$ cat src/rtl/blade_ignition_seq_if.sv
// Request/length inputs and ramped-blade outputs of the blade ignition sequencer.
// The master drives the request side; the slave (the sequencer) drives the blade side.
interface blade_ignition_seq_if;
  logic       on_i;
  logic [1:0] len_ft_i;
  logic [5:0] len_dec_i;
  logic       pwr_warn_i;
  logic [8:0] blade_len_o;
  logic [1:0] blade_ft_o;
  logic [6:0] blade_dec_o;
  logic [1:0] state_o;
  logic       ignite_done_o;
  logic       retract_done_o;

  modport master (
    output on_i, len_ft_i, len_dec_i, pwr_warn_i,
    input  blade_len_o, blade_ft_o, blade_dec_o, state_o,
           ignite_done_o, retract_done_o
  );

  modport slave (
    input  on_i, len_ft_i, len_dec_i, pwr_warn_i,
    output blade_len_o, blade_ft_o, blade_dec_o, state_o,
           ignite_done_o, retract_done_o
  );
endinterface

$ cat src/rtl/blade_ignition_seq.sv
// Ramps the blade length toward the configured target while lit and back to zero on
// switch-off or power warning; emits state and one-cycle completion pulses.
module blade_ignition_seq #(
  parameter int STEP     = 10,
  parameter int TICK_DIV = 4
) (
  input  logic clk,
  input  logic rst,
  blade_ignition_seq_if.slave bus
);
  localparam logic [1:0] S_OFF     = 2'd0;
  localparam logic [1:0] S_IGNITE  = 2'd1;
  localparam logic [1:0] S_ON      = 2'd2;
  localparam logic [1:0] S_RETRACT = 2'd3;

  localparam int              DIV_W    = (TICK_DIV > 1) ? $clog2(TICK_DIV) : 1;
  localparam logic [DIV_W-1:0] DIV_LAST = DIV_W'(TICK_DIV - 1);
  localparam logic [8:0]       STEP_9   = 9'(STEP);

  logic [1:0]       state_q, state_d;
  logic [8:0]       len_q, len_d;
  logic [DIV_W-1:0] div_q, div_d;
  logic             ign_q, ign_d;
  logic             ret_q, ret_d;

  logic       run, tick;
  logic [8:0] target;
  logic [9:0] len_up;
  logic [8:0] up_sat, down_sat, retract_len;
  logic [8:0] gap;

  assign run    = bus.on_i & ~bus.pwr_warn_i;
  assign tick   = (div_q == DIV_LAST);
  assign target = 9'(bus.len_ft_i) * 9'd100 + 9'(bus.len_dec_i);

  // Saturating step helpers; the 10-bit sum keeps len+STEP from wrapping above 363.
  assign len_up      = {1'b0, len_q} + {1'b0, STEP_9};
  assign up_sat      = (len_up >= {1'b0, target}) ? target : len_up[8:0];
  assign gap         = len_q - target;
  assign down_sat    = (gap > STEP_9) ? (len_q - STEP_9) : target;
  assign retract_len = (len_q <= STEP_9) ? 9'd0 : (len_q - STEP_9);

  always_comb begin
    state_d = state_q;
    len_d   = len_q;
    ign_d   = 1'b0;
    ret_d   = 1'b0;
    case (state_q)
      S_OFF: begin
        len_d = 9'd0;
        if (run) state_d = S_IGNITE;
      end
      S_IGNITE: begin
        if (!run) begin
          state_d = S_RETRACT;
        end else if (len_q >= target) begin
          state_d = S_ON;
          ign_d   = 1'b1;
        end else if (tick) begin
          len_d = up_sat;
          if (up_sat == target) begin
            state_d = S_ON;
            ign_d   = 1'b1;
          end
        end
      end
      S_ON: begin
        if (!run) begin
          state_d = S_RETRACT;
        end else if (tick) begin
          if (len_q < target)      len_d = up_sat;
          else if (len_q > target) len_d = down_sat;
        end
      end
      default: begin
        // Re-ignition resumes from the current length rather than restarting at zero.
        if (run) begin
          state_d = S_IGNITE;
        end else if (len_q == 9'd0) begin
          state_d = S_OFF;
          ret_d   = 1'b1;
        end else if (tick) begin
          len_d = retract_len;
          if (retract_len == 9'd0) begin
            state_d = S_OFF;
            ret_d   = 1'b1;
          end
        end
      end
    endcase
  end

  always_comb begin
    div_d = div_q + DIV_W'(1);
    if (state_q == S_OFF || state_d != state_q || tick) div_d = '0;
  end

  always_ff @(posedge clk or negedge rst) begin
    if (!rst) begin
      state_q <= S_OFF;
      len_q   <= 9'd0;
      div_q   <= '0;
      ign_q   <= 1'b0;
      ret_q   <= 1'b0;
    end else begin
      state_q <= state_d;
      len_q   <= len_d;
      div_q   <= div_d;
      ign_q   <= ign_d;
      ret_q   <= ret_d;
    end
  end

  // Feet/hundredths split by range compare instead of a divider.
  always_comb begin
    bus.blade_ft_o  = 2'd0;
    bus.blade_dec_o = 7'(len_q);
    if (len_q >= 9'd300) begin
      bus.blade_ft_o  = 2'd3;
      bus.blade_dec_o = 7'(len_q - 9'd300);
    end else if (len_q >= 9'd200) begin
      bus.blade_ft_o  = 2'd2;
      bus.blade_dec_o = 7'(len_q - 9'd200);
    end else if (len_q >= 9'd100) begin
      bus.blade_ft_o  = 2'd1;
      bus.blade_dec_o = 7'(len_q - 9'd100);
    end
  end

  assign bus.blade_len_o    = len_q;
  assign bus.state_o        = state_q;
  assign bus.ignite_done_o  = ign_q;
  assign bus.retract_done_o = ret_q;
endmodule

$ cat src/flat_wrapper.sv
// flat-port wrapper written by rule: the top's interface ports become plain ports
module blade_ignition_seq_flat 
#(
  parameter int STEP     = 10,
  parameter int TICK_DIV = 4
)
  (clk, rst, bus_on_i, bus_len_ft_i, bus_len_dec_i, bus_pwr_warn_i, bus_blade_len_o, bus_blade_ft_o, bus_blade_dec_o, bus_state_o, bus_ignite_done_o, bus_retract_done_o);
  blade_ignition_seq_if bus_i ();
  input  logic clk;
  input  logic rst;
  input wire logic [$bits(bus_i.on_i)-1:0] bus_on_i;
  input wire logic [$bits(bus_i.len_ft_i)-1:0] bus_len_ft_i;
  input wire logic [$bits(bus_i.len_dec_i)-1:0] bus_len_dec_i;
  input wire logic [$bits(bus_i.pwr_warn_i)-1:0] bus_pwr_warn_i;
  output wire logic [$bits(bus_i.blade_len_o)-1:0] bus_blade_len_o;
  output wire logic [$bits(bus_i.blade_ft_o)-1:0] bus_blade_ft_o;
  output wire logic [$bits(bus_i.blade_dec_o)-1:0] bus_blade_dec_o;
  output wire logic [$bits(bus_i.state_o)-1:0] bus_state_o;
  output wire logic [$bits(bus_i.ignite_done_o)-1:0] bus_ignite_done_o;
  output wire logic [$bits(bus_i.retract_done_o)-1:0] bus_retract_done_o;
  assign bus_i.on_i = bus_on_i;
  assign bus_i.len_ft_i = bus_len_ft_i;
  assign bus_i.len_dec_i = bus_len_dec_i;
  assign bus_i.pwr_warn_i = bus_pwr_warn_i;
  assign bus_blade_len_o = bus_i.blade_len_o;
  assign bus_blade_ft_o = bus_i.blade_ft_o;
  assign bus_blade_dec_o = bus_i.blade_dec_o;
  assign bus_state_o = bus_i.state_o;
  assign bus_ignite_done_o = bus_i.ignite_done_o;
  assign bus_retract_done_o = bus_i.retract_done_o;
  blade_ignition_seq #(.STEP(STEP), .TICK_DIV(TICK_DIV)) u_core (.clk(clk), .rst(rst), .bus(bus_i));
endmodule
$ cat config.mk
export PLATFORM = sky130hd
export DESIGN_NAME = blade_ignition_seq_flat
export DESIGN_NICKNAME = d
export VERILOG_FILES = /design/src/rtl/blade_ignition_seq_if.sv /design/src/rtl/blade_ignition_seq.sv /design/src/flat_wrapper.sv
export SDC_FILE = /design/constraint.sdc
export NUM_CORES = 1
export LEC_CHECK = 0
export ABC_CLOCK_PERIOD_IN_PS = 6300
export BUFFER_PORTS_ARGS = -buffer_cell sky130_fd_sc_hd__buf_2
export CORE_AREA = 2 2 97 99
export DETAILED_ROUTE_END_ITERATION = 6
export DIE_AREA = 0 0 99 101
export PLACE_DENSITY = 0.6
export SETUP_SLACK_MARGIN = 0.2
export SLEW_MARGIN = 20
export SYNTH_ARGS = -nofsm -noshare
export SYNTH_HDL_FRONTEND = slang
export SYNTH_SLANG_ARGS = --single-unit
$ cat constraint.sdc
create_clock -name clk -period 6.3 [get_ports clk]
set_clock_uncertainty 0.15 [all_clocks]
set_input_delay 0 -clock clk [delete_from_list [all_inputs] [get_ports clk]]
set_output_delay 0 -clock clk [all_outputs]
set_load 0.02 [all_outputs]
# Word level (Yosys, flattened, before mapping)
# Cells that the tools add are included.
[word_totals] reg_bits=15 latch_bits=0 ram_bits=0 mem_bits_ro=0 output_inout_bits=22 word_cells=88 n_memories=0
[op_classes] n_addsub=8 multipliers=1 n_div=0 n_lt_le_gt_ge=9 eq_ne=13 n_shift=0 n_mux=42 bitwise_logic=2 n_reduce_logical=8
[op_table] operator="9-bit 2-to-1 mux" count=13
[op_table] operator="9-bit one-hot mux with 3 select lines" count=1
[op_table] operator="2-bit 2-to-1 mux" count=13
[op_table] operator="7-bit 2-to-1 mux" count=3
[op_table] operator="9-bit zero test" count=2
[op_table] operator="7-bit subtractor (second input constant)" count=2
[op_table] operator="1-bit 2-to-1 mux" count=11
[op_table] operator="9-bit by 4-bit adder with 10-bit output (second input constant)" count=1
[op_table] operator="10-bit by 9-bit greater-or-equal comparator with 1-bit output" count=1
[op_table] operator="9-bit by 6-bit adder with 9-bit output" count=1
[op_table] operator="9-bit equality test" count=1
[op_table] operator="9-bit by 7-bit greater-or-equal comparator with 1-bit output (second input constant)" count=1
[op_table] operator="9-bit by 8-bit greater-or-equal comparator with 1-bit output (second input constant)" count=1
[op_table] operator="9-bit greater-or-equal comparator" count=1
[op_table] operator="9-bit greater-or-equal comparator (second input constant)" count=1
[op_table] operator="9-bit by 4-bit greater-than comparator with 1-bit output (second input constant)" count=1
[op_table] operator="9-bit greater-than comparator" count=1
[op_table] operator="9-bit by 4-bit <= comparator with 1-bit output (second input constant)" count=1
[op_table] operator="9-bit < comparator" count=1
[op_table] operator="9-bit AND reduction" count=1
[op_table] operator="9-bit by 4-bit subtractor with 9-bit output (second input constant)" count=1
[op_table] operator="9-bit subtractor" count=1
[op_table] operator="2-bit by 1-bit != test with 1-bit output (second input constant)" count=4
[op_table] operator="4-bit != test (second input constant)" count=2
[op_table] operator="15 further kinds" count=17

# Depth between registers and ports, before layout
# Gate-level depths: netlist of the first run.
[depth] word_depth=14 depth_mapped=17

# Worst setup path after synthesis of the first run
# No wires, ideal clock.
[synth_path] kind="flip-flop to flip-flop" from="reg u_core.len_q[3], in the netlist u_core.bus.blade_len_o[3]" to="reg u_core.div_q[1]" arrival_time_ps=3941 required_ps=6062 path_slack_ps=2121 path_stages_with_launch=17 path_buffers=2 path_cell_list="dfrtp_1 clkbuf_1 inv_1 ha_1 a21oi_1 or3_1 nand2_1 ha_1 a21oi_1 o211ai_1 and3_1 or2_1 clkbuf_1 and2_1 or4_1 a41o_1 nor3b_1"
[synth_between] elab_chain_cells=13
[synth_lines] item="from (decl)" line_no="blade_ignition_seq.sv:21" rtl="logic [8:0] len_q, len_d;"
[synth_lines] item="from (signal assigned)" line_no="blade_ignition_seq.sv:107" rtl="len_q <= len_d;"
[synth_lines] item="9-bit by 4-bit adder with 10-bit output" line_no="blade_ignition_seq.sv:37" rtl="assign len_up = {1'b0, len_q} + {1'b0, STEP_9};"
[synth_lines] item="10-bit by 9-bit greater-or-equal comparator with 1-bit output" line_no="blade_ignition_seq.sv:38" rtl="assign up_sat = (len_up >= {1'b0, target}) ? target : len_up[8:0];"
[synth_lines] item="9-bit 2-to-1 mux" line_no="blade_ignition_seq.sv:38"
[synth_lines] item="9-bit equality test" line_no="blade_ignition_seq.sv:61" rtl="if (up_sat == target) begin"
[synth_lines] item="2-bit 2-to-1 mux" line_no="blade_ignition_seq.sv:61"
[synth_lines] item="2-bit 2-to-1 mux" line_no="blade_ignition_seq.sv:59" rtl="end else if (tick) begin"
[synth_lines] item="2-bit 2-to-1 mux" line_no="blade_ignition_seq.sv:56" rtl="end else if (len_q >= target) begin"
[synth_lines] item="2-bit 2-to-1 mux" line_no="blade_ignition_seq.sv:54" rtl="if (!run) begin"
[synth_lines] item="2-bit one-hot mux with 3 select lines (*)" line_no="blade_ignition_seq.sv:48" rtl="case (state_q)"
[synth_lines] item="2-bit != test (*)" line_no="blade_ignition_seq.sv:95" rtl="if (state_q == S_OFF || state_d != state_q || tick) div_d = '0;"
[synth_lines] item="1-bit logical OR (*) (2 in series)" line_no="blade_ignition_seq.sv:95"
[synth_lines] item="2-bit 2-to-1 mux (*)" line_no="blade_ignition_seq.sv:95"
[synth_lines] item="net u_core.div_d[1]" line_no="blade_ignition_seq.sv:22" rtl="logic [DIV_W-1:0] div_q, div_d;"
[synth_lines] item="to (signal assigned)" line_no="blade_ignition_seq.sv:108" rtl="div_q <= div_d;"
[synth_lines] item="to (decl)" line_no="blade_ignition_seq.sv:22"
# Mark *: on every way through the listed nets, which the timed path passes. The rest lies on a longest branch.
# A chain may end at the register's enable or synchronous reset.

# Final worst setup path of the first run
# Same ends and word-level chain as after synthesis.

==> results.md, run 1 <==
* Total power at 1.70 mW
* DP HPWL at 6.83 mm
* Critical path's most frequent cell: ha_1
* Crit path capture type: flip-flop
* Max Slew Vio Count at 0
* # Max-Cap Violations at 0
* Synth Instances at 371
* Top cell type's share of synthesized area at 0.172
* First-pass GRT wire length at 14.7 mm
* Clk_lat worst skew at 250 ps
* # rows at 35
* Top cells by count, synth: 40 x ha_1, 29 x nand2_1, 25 x o21ai_0
* CTS H-tree lvls at 1
* Post-synth cell types at 74
* Top FF cell, synth: dfrtp_1
* Port bufs at 33
* Register-to-register setup slack at 1840 ps
* Yosys warning count at 0
* Critical Path Source: u_core.bus.blade_len_o[3]
* Crit-path leading delay family: simple AND/OR/NAND/NOR gates
* Cts bufs inserted at 3
* Count of final hold-check violations at 0
* Worst Hold Class: in2async
* Avg Inst Size Synth at 7.86 um^2
* TritonRoute pass-1 iters at 5
* Fmax at 224 MHz
* Synthesized Nets at 426
* Rel. slew slack at 0.485
* Worst path slowest cell: dfrtp_1
* Buffer count from post-CTS setup fixing at 0
* Initial core utilization at 0.325
* Die Area at 10000 um^2
* Vias/cell at 5.95
* Switching Fraction at 0.584
* Leakage at 1.51 nW
* CTS Root Cell: clkbuf_8
* GPL Wtd Cong at 1.01
* Crit path launch type: flip-flop
* Sink Count at 15
* WS Path Type: reg2reg
* Core region area at 8980 um^2
* Deepest clock path buffer count at 2
* VDD IR max at 0.340 mV
* Synth area leaders: ha_1 17%, dfrtp_1 13%, xnor2_1 4.5%
* Routed WL per cell at 17.7 um
* Chip height at 101 um
* RSZ-0062 raised after global routing: no
* Number of synthesized flops with an enable pin at 0
* Clock share of power at 0.048
* Ys async rst share at 1.00
* WL final at 8.92 mm
* Status: finished, final reports clean
* Vias in the first global route at 2938
* R2R depth at 13
* Starting DRT DRC Count at 200
* PwrDens at 531 nW/um^2
* Die X-Extent at 99 um
* Largest net degree at the start of global routing at 24
* Grt total ovfl at 0
* Worst r2r src: u_core.bus.blade_len_o[3]
* Final setup fails at 0
* Leading area contributor after synthesis: ha_1
* Max incr delay on CP at 630 ps
* Syn-to-layout area delta at 9.48%
* RR Endpoint: u_core.div_q[1]
* Final nets at 448
* Switching pwr at 0.990 mW
* Setup TNS at 0 ps
* Worst path depth at 13
* Post-layout min period at 4460 ps
* Slew @ Worst Pin at 772 ps
* Seq/Total Area, Yosys at 0.129
* Vias at 2995
* Worst-path clk slew at 70 ps
* Final Cycle Share at 0.707
* Post-DRT Antenna Nets at 0
* Synthesized area at 2920 um^2
* Num ports at 34
* Critical path cell sequence: inv_1, ha_1, a21oi_1, xnor2_1, ha_1, a21o_1, a41oi_1, o21ai_0, or2_1, and2_1, or4_1, a41o_1, nor3b_1
* Setup crit end: u_core.div_q[1]
* WP data arrival at 4460 ps
* Initial antenna violation count at 0
* Worst Path Buf+Inv at 1
* CTS tree: built
* GRT Util Overall at 0.181
* Reg power frac at 0.144
* Drt drc at 0
* Worst EP required at 6310 ps
* CP Max Fanout at 13
* Flops & latches, synth at 15
* Combinational power share at 0.808
* Share of layout cells above drive strength 1 at 0.133
* Pint at 0.706 mW
* Count leader, synth: ha_1
* Ant. Diodes at 0
==> layout make-up <==
type | count | area, um^2
inverters | 22 | 82.6
fillers | 943 | 5790
flip-flops and latches | 15 | 375
clock buffers | 3 | 41.3
clock inverters | 1 | 5.00
multi-input cells | 315 | 2360
repair buffers | 36 | 193
well taps | 111 | 139
==> per-layer routing <==
metal / GRT usage / part of all wire
met1: 0.226 / 0.43
met2: 0.312 / 0.47
met3: 0.0229 / 0.050
met4: 0.0801 / 0.044
met5: 0 / 0
==> worst min-delay path by stage <==
stage	start	to	cells past startpoint	slack [ps]
5_1_grt	bus_len_dec_i[1]	u_core.bus.blade_len_o[1]	3	50
2_1_floorplan	rst	u_core.bus.blade_len_o[0]	0	-450
6_report	rst	u_core.bus.blade_len_o[2]	2	40
4_1_cts	bus_len_dec_i[1]	u_core.bus.blade_len_o[1]	3	30
3_3_place_gp	rst	u_core.bus.retract_done_o	1	-220
3_5_place_dp	rst	u_core.bus.retract_done_o	1	-210
==> kinds of logic (layout without fill, tap and decap cells) <==
| group | count (synthesis) | after routing | share of synthesized area |
|---|---|---|---|
| AOI/OAI and AO/OA | 123 | 123 | 0.303 |
| xor gates and xnor gates | 29 | 29 | 0.0871 |
| adders and majority gates | 44 | 44 | 0.196 |
| buffers and inverters | 41 | 62 | 0.0631 |
| DFF | 15 | 15 | 0.129 |
| muxes | 5 | 5 | 0.0172 |
| and+or+nand+nor | 114 | 114 | 0.206 |
==> worst register-to-register path: cells and delay by family, from the launching register on <==
kind	cells	cell delay (ps)
xor gates and xnor gates	1	240
and+or+nand+nor	4	1350
AOI/OAI and AO/OA	5	1140
buffers and inverters	1	270
adders and majority gates	2	580
DFF	1	630
==> power by group through the flow <==
stage,combinational (mW),sequential (mW),clock (mW)
2_1_floorplan,1.05,0.208,0
3_3_place_gp,1.34,0.241,0
3_5_place_dp,1.34,0.241,0
4_1_cts,1.35,0.240,0.0831
6_report,1.37,0.243,0.0814
5_1_grt,1.51,0.250,0.0880
==> through the flow <==
stage	cell area [um^2]	hold WS [ps]	worst slack, ps	instances	utilization
floorplan	2920	-446	2120	371	-
global placement	3130	-215	2010	497	0.348
detailed placement	3130	-214	1930	497	0.348
CTS	3190	32.9	1910	503	0.356
global route	3190	50.1	1510	503	0.356
finish	3190	40.0	1840	503	0.356
==> registers in the layout (all words and copies together), names as in the netlist <==
name,count
u_core.bus.blade_len_o,9
u_core.bus.state_o,2
u_core.div_q,2
u_core.bus.ignite_done_o,1
u_core.bus.retract_done_o,1
==> repair_timing <==
action                                 in CTS  in global routing
resized for setup                           0                  0
hold buffers                                2                  0
endpoints found under the hold margin      16                  0
==> cells in the final DEF (no fill, tap or decap), types with 14 or more instances in the layout <==
cell,count
dfrtp_1,15
a21oi_1,21
ha_1,40
nor2_1,23
buf_2,33
inv_1,21
nand2_1,29
xnor2_1,15
o21ai_0,24
xor2_1,14
Note: power is estimated with default switching activity, not from simulation.
==> run 2, diff against run 1 <==
--- a/config.mk
+++ b/config.mk
@@ -5,7 +5,7 @@
 export SDC_FILE = /design/constraint.sdc
 export NUM_CORES = 1
 export LEC_CHECK = 0
-export ABC_CLOCK_PERIOD_IN_PS = 6300
+export ABC_CLOCK_PERIOD_IN_PS = 4500
 export BUFFER_PORTS_ARGS = -buffer_cell sky130_fd_sc_hd__buf_2
 export CORE_AREA = 2 2 97 99
 export DETAILED_ROUTE_END_ITERATION = 6
==> constraint.sdc (replaced) <==
create_clock -name clk -period 4.5 [get_ports clk]
set_clock_uncertainty 0.15 [all_clocks]
set_input_delay 0 -clock clk [delete_from_list [all_inputs] [get_ports clk]]
set_output_delay 0 -clock clk [all_outputs]
set_load 0.02 [all_outputs]
==> run 2 against run 1 <==
Compared with the run above:
- via count up 3.4%
- combinational power is 55% higher
- fmax grew 12%
- hold slack got worse by 8.9 ps
- critical endpoint is now u_core.div_q[0]
==> results.md, run 2 (same netlist as run 1, synthesis figures left out) <==
* Status: finished, final reports clean (unchanged)
* CTS Root Cell: clkbuf_8 (unchanged)
* Starting DRT DRC Count at 268 (was 200)
* # rows at 35 (unchanged)
* Setup TNS at 0 ps (unchanged)
* Most common cell after layout, fill and taps aside: ha_1 (unchanged)
* Slew @ Worst Pin at 657 ps (was 772 ps)
* Post-DRT Antenna Nets at 0 (unchanged)
* VDD IR max at 0.364 mV (was 0.340 mV)
* CP Max Fanout at 7 (was 13)
* Die X-Extent at 99 um (unchanged)
* Crit path launch type: flip-flop (unchanged)
* Deepest clock path buffer count at 2 (unchanged)
* Final Cycle Share at 0.885 (was 0.707)
* Sink Count at 15 (unchanged)
* Worst path slowest cell: or4_1 (was dfrtp_1)
* Critical Path Source: u_core.bus.blade_len_o[3] (unchanged)
* Die Area at 10000 um^2 (unchanged)
* Drt drc at 0 (unchanged)
* RR Endpoint: u_core.div_q[0] (was u_core.div_q[1])
* Initial antenna violation count at 0 (unchanged)
* CTS H-tree lvls at 1 (unchanged)
* Leakage at 1.60 nW (was 1.51 nW)
* DP HPWL at 7.47 mm (was 6.83 mm)
* Placed insts at 515 (was 497)
* PwrDens at 744 nW/um^2 (was 531 nW/um^2)
* RSZ-0062 raised after global routing: no (unchanged)
* Ant. Diodes at 0 (unchanged)
* Crit path capture type: flip-flop (unchanged)
* Port bufs at 33 (unchanged)
* WL final at 9.44 mm (was 8.92 mm)
* Num ports at 34 (unchanged)
* Final setup fails at 0 (unchanged)
* GPL Wtd Cong at 1.03 (was 1.01)
* Syn-to-layout area delta at 14.5% (was 9.48%)
* WP data arrival at 4000 ps (was 4460 ps)
* Critical path's most frequent cell: ha_1 (unchanged)
* Chip height at 101 um (unchanged)
* Max incr delay on CP at 560 ps (was 630 ps)
* Clk_lat worst skew at 270 ps (was 250 ps)
* Vias in the first global route at 3018 (was 2938)
* Sequential standard cell area at 375 um^2 (unchanged)
* Post-cts sizing count at 0 (unchanged)
* Rel. slew slack at 0.558 (was 0.485)
* CTS tree: built (unchanged)
* Critical path cell sequence: buf_4, ha_1, a21oi_1, xnor2_1, ha_1, a21o_1, a41oi_1, o21ai_0, or2_1, and2_1, or4_1, a41o_1, nor3_1 (was inv_1, ha_1, a21oi_1, xnor2_1, ha_1, a21o_1, a41oi_1, o21ai_0, or2_1, and2_1, or4_1, a41o_1, nor3b_1)
* Post-layout min period at 3980 ps (was 4460 ps)
* Commonest non-fill, non-tap cells in the layout: 40 x ha_1, 33 x buf_2, 29 x nand2_1, 24 x o21ai_0, 23 x nor2_1 (unchanged)
* # fillers at 951 (was 943)
* Count of final hold-check violations at 0 (unchanged)
* Setup crit end: u_core.div_q[0] (was u_core.div_q[1])
* # Max-Cap Violations at 0 (unchanged)
* Largest net degree at the start of global routing at 24 (unchanged)
* Worst path depth at 13 (unchanged)
* Vias at 3096 (was 2995)
* Grt total ovfl at 0 (unchanged)
* Worst EP required at 4520 ps (was 6310 ps)
* Worst Hold Class: in2async (unchanged)
* GRT Util Overall at 0.191 (was 0.181)
* Initial core utilization at 0.325 (unchanged)
* Crit-path leading delay family: simple AND/OR/NAND/NOR gates (unchanged)
* Non-filler instance count after layout at 522 (was 503)
* Worst-path clk slew at 80 ps (was 70 ps)
* Routed WL per cell at 18.1 um (was 17.7 um)
* Largest register FFs at 9 (unchanged)
* First-pass GRT wire length at 15.4 mm (was 14.7 mm)
* Fmax at 251 MHz (was 224 MHz)
* Max Slew Vio Count at 0 (unchanged)
* Final nets at 467 (was 448)
* Worst r2r src: u_core.bus.blade_len_o[3] (unchanged)
* Vias/cell at 5.93 (was 5.95)
* Worst Path Buf+Inv at 1 (unchanged)
* Core region area at 8980 um^2 (unchanged)
* TritonRoute pass-1 iters at 5 (unchanged)
* Share of layout cells above drive strength 1 at 0.170 (was 0.133)
* R2R depth at 13 (unchanged)
* Multi-input logic area at 2360 um^2 (unchanged)
* Cts bufs inserted at 3 (unchanged)
* WS Path Type: reg2reg (unchanged)
* Register-to-register setup slack at 520 ps (was 1840 ps)
## run 2: layer usage
layer / routed length (um) / track usage
met4: 229 / 0.0622
met1: 4250 / 0.256
met2: 4380 / 0.320
met3: 588 / 0.0194
met5: 0 / 0
## run 2: worst reg2reg max path, cell delays in order, from the launching register on
cell and delay, ps:
dfrtp_1 410, buf_4 180, ha_1 190, a21oi_1 240
xnor2_1 260, ha_1 320, a21o_1 160, a41oi_1 200
o21ai_0 280, or2_1 330, and2_1 170, or4_1 560
a41o_1 280, nor3_1 140
## run 2: metrics by stage
step	worst slack, ps	power, mW	util	area, um^2	hold WS (ps)
5_1_grt	267	2.71	0.372	3340	48.7
3_3_place_gp	405	2.30	0.363	3260	-206
6_report	520	2.48	0.372	3340	31.1
3_5_place_dp	350	2.32	0.363	3260	-204
2_1_floorplan	321	1.76	-	2920	-446
4_1_cts	548	2.45	0.372	3340	52.1
## run 2: how the worst min path moves through the flow
| stage | start | end | slack, ps | depth (start not counted) |
|---|---|---|---|---|
| final | rst | u_core.div_q[1] | 30 | 2 |
| after global routing | bus_on_i | u_core.bus.ignite_done_o | 50 | 3 |
| after CTS | rst | u_core.div_q[1] | 50 | 2 |
| after detailed placement | rst | u_core.bus.ignite_done_o | -200 | 1 |
| after global placement | rst | u_core.bus.retract_done_o | -210 | 1 |
| after floorplan | rst | u_core.bus.blade_len_o[0] | -450 | 0 |
## run 2: final cells by class
class	count	area share
clock buffers	3	0.0124
flip-flops and latches	15	0.112
repair buffers	55	0.101
inverters	22	0.0247
multi-input cells	315	0.706
clock inverters	1	0.00150
well taps	111	0.0416
## run 2: where the power goes
| part | switching (mW) | total [mW] | internal [mW] |
|---|---|---|---|
| Clock | 0.0619 | 0.124 | 0.0618 |
| Sequential | 0.0558 | 0.238 | 0.182 |
| Combinational | 1.29 | 2.12 | 0.828 |
| Total | 1.41 | 2.48 | 1.07 |
## run 2: repair_timing
item | CTS | global route
hold buffers | 3 | 0
setup endpoints to repair | 0 | 0
endpoints found under the hold margin | 17 | 0
buffers inserted | 0 | 0
==> run 3, diff against run 2 <==
--- a/config.mk
+++ b/config.mk
@@ -7,10 +7,12 @@
 export LEC_CHECK = 0
 export ABC_CLOCK_PERIOD_IN_PS = 4500
 export BUFFER_PORTS_ARGS = -buffer_cell sky130_fd_sc_hd__buf_2
+export CELL_PAD_IN_SITES_DETAIL_PLACEMENT = 1
+export CELL_PAD_IN_SITES_GLOBAL_PLACEMENT = 2
 export CORE_AREA = 2 2 97 99
 export DETAILED_ROUTE_END_ITERATION = 6
 export DIE_AREA = 0 0 99 101
-export PLACE_DENSITY = 0.6
+export PLACE_DENSITY = 0.86
 export SETUP_SLACK_MARGIN = 0.2
 export SLEW_MARGIN = 20
 export SYNTH_ARGS = -nofsm -noshare
==> run 3 against run 2 <==
Compared with the run above:
- first-iteration DRC count is 20% lower
- combinational power increased by 2%
- setup slack got worse by 120 ps
- die area unchanged
- sequential cell count is the same
- register-to-register slack got worse by 120 ps
- global-route usage is 2.2 points higher
- sequential power up 3%
- critical path depth rose by 1
- fmax shrank 3.0%
- routed wire length increased by 9.7%
- largest power group unchanged
- highest routed layer unchanged
==> results.md, run 3 (same netlist as run 1, synthesis figures left out) <==
* WHS at 40.9 ps (was 31.1 ps)
* Crit-path leading delay family: simple AND/OR/NAND/NOR gates (unchanged)
* Die Area at 10000 um^2 (unchanged)
* Final Cycle Share at 0.911 (was 0.885)
* Worst Hold Class: in2async (unchanged)
* Worst-path clk slew at 80 ps (about the same)
* Max layer used: met4 (unchanged)
* # fillers at 1107 (was 951)
* Crit path capture type: flip-flop (unchanged)
* Clk_lat worst skew at 250 ps (was 270 ps)
* Count of final hold-check violations at 0 (unchanged)
* Chip height at 101 um (unchanged)
* DP HPWL at 8.30 mm (was 7.47 mm)
* VDD IR max at 0.307 mV (was 0.364 mV)
* TritonRoute pass-1 iters at 4 (was 5)
* Num ports at 34 (unchanged)
* Post-route setup slack at 398 ps (was 520 ps)
* GPL Wtd Cong at 0.932 (was 1.03)
* Initial core utilization at 0.325 (unchanged)
* Syn-to-layout area delta at 14.8% (was 14.5%)
* CTS Root Cell: clkbuf_8 (unchanged)
* Layout Cell Area excl Fill at 3350 um^2 (was 3340 um^2)
* # rows at 35 (unchanged)
* Placed Area at 3270 um^2 (was 3260 um^2)
* WS Path Type: reg2reg (unchanged)
* Max incr delay on CP at 560 ps (about the same)
* Met2 wire length at 4.89 mm (was 4.38 mm)
* Share of layout cells above drive strength 1 at 0.175 (was 0.170)
* Crit path launch type: flip-flop (unchanged)
* Total power at 2.52 mW (was 2.48 mW)
* Multi-input logic area at 2360 um^2 (about the same)
* Final nets at 468 (was 467)
* Routed met3 length at 496 um (was 588 um)
* Cts bufs inserted at 3 (unchanged)
* PwrDens at 753 nW/um^2 (was 744 nW/um^2)
* Max Slew Vio Count at 0 (unchanged)
* Routed WL per cell at 19.8 um (was 18.1 um)
* Deepest clock path buffer count at 2 (unchanged)
* RSZ-0062 raised after global routing: no (unchanged)
* Sequential standard cell area at 375 um^2 (unchanged)
* Worst Path Buf+Inv at 1 (unchanged)
* Fmax at 244 MHz (was 251 MHz)
* Most common cell after layout, fill and taps aside: ha_1 (unchanged)
* Worst path slowest cell: or4_1 (unchanged)
* Vias in the first global route at 3077 (was 3018)
* Worst r2r src: u_core.bus.blade_len_o[3] (unchanged)
* Critical path cell sequence: buf_4, ha_1, a21oi_2, or3_1, nand2_1, ha_1, a21oi_1, o211ai_1, and3_1, or2_1, and2_1, or4_1, a41o_1, nor3b_1 (was buf_4, ha_1, a21oi_1, xnor2_1, ha_1, a21o_1, a41oi_1, o21ai_0, or2_1, and2_1, or4_1, a41o_1, nor3_1)
* Largest net degree at the start of global routing at 16 (was 24)
* Final setup fails at 0 (unchanged)
* Grt total ovfl at 0 (unchanged)
* CTS tree: built (unchanged)
* Die X-Extent at 99 um (unchanged)
* Rel. slew slack at 0.558 (about the same)
* Drt drc at 0 (unchanged)
* Core region area at 8980 um^2 (unchanged)
* Sink Count at 15 (unchanged)
* Commonest non-fill, non-tap cells in the layout: 40 x ha_1, 33 x buf_2, 29 x nand2_1, 23 x nor2_1, 23 x o21ai_0 (was 40 x ha_1, 33 x buf_2, 29 x nand2_1, 24 x o21ai_0, 23 x nor2_1)
* Critical path's most frequent cell: ha_1 (unchanged)
* Post-layout min period at 4100 ps (was 3980 ps)
* Met1 Routed Length at 4.80 mm (was 4.25 mm)
* Status: finished, final reports clean (unchanged)
* Worst EP required at 4520 ps (about the same)
* Placed insts at 516 (was 515)
* Vias at 3059 (was 3096)
* CP Max Fanout at 12 (was 7)
* Port bufs at 33 (unchanged)
* Slew @ Worst Pin at 659 ps (was 657 ps)
* Ant. Diodes at 0 (unchanged)
* First-pass GRT wire length at 16.9 mm (was 15.4 mm)
* Critical Path Source: u_core.bus.blade_len_o[3] (unchanged)
* Initial antenna violation count at 0 (unchanged)
* # Max-Cap Violations at 0 (unchanged)
* Vias/cell at 5.85 (was 5.93)
* Non-filler instance count after layout at 523 (was 522)
* Leakage at 1.61 nW (was 1.60 nW)
* Largest register FFs at 9 (unchanged)
* Utilization after layout at 0.373 (was 0.372)
* Post-DRT Antenna Nets at 0 (unchanged)
* CTS H-tree lvls at 1 (unchanged)
* WL final at 10.4 mm (was 9.44 mm)
* Setup TNS at 0 ps (unchanged)
* Starting DRT DRC Count at 215 (was 268)
* WP data arrival at 4120 ps (was 4000 ps)
* GRT Util Overall at 0.213 (was 0.191)
* Pre-CTS setup slack at 257 ps (was 350 ps)
==> run 3: cell types whose count changed in the layout (fill, tap and decap cells not counted), sizes merged <==
cell,before,now
buf,52,53
==> run 3: final cells by class <==
type,count,share of cell area
multi-input combinational,315,0.705
sequential,15,0.112
clock inverter,1,0.00149
timing repair buffer,56,0.103
tap,111,0.0415
inverter,22,0.0247
clock buffer,3,0.0123
==> run 3: final timing paths <==
path,end,slack [ps],cells after the start
worst max-delay path,u_core.div_q[1],400,14
worst min-delay path,u_core.div_q[0],40,2
worst max register to register,u_core.div_q[1],400,14
worst min register to register,u_core.div_q[0],290,1
max in group asynchronous,u_core.div_q[1],3880,2
min in group clk,u_core.bus.ignite_done_o,40,3
==> run 3: where the power goes <==
part | internal (mW) | switching (mW) | total, mW | leakage (nW)
combinational | 0.837 | 1.32 | 2.16 | 1.39
sequential | 0.182 | 0.0634 | 0.246 | 0.195
clock | 0.0615 | 0.0563 | 0.118 | 0.0255
total | 1.08 | 1.44 | 2.52 | 1.61
==> run 3: layer usage <==
metal	up-vias	global-route usage
li1	1470	-
met1	1503	0.299
met2	74	0.358
met3	12	0.0146
met4	0	0.0443
met5	-	0
==> run 3: what timing repair did <==
item,4_1_cts,5_1_grt
endpoints found under the setup margin,0,2
endpoints found under the hold margin,18,0
buffers inserted,0,0
hold buffers,3,0
resized for setup,0,2
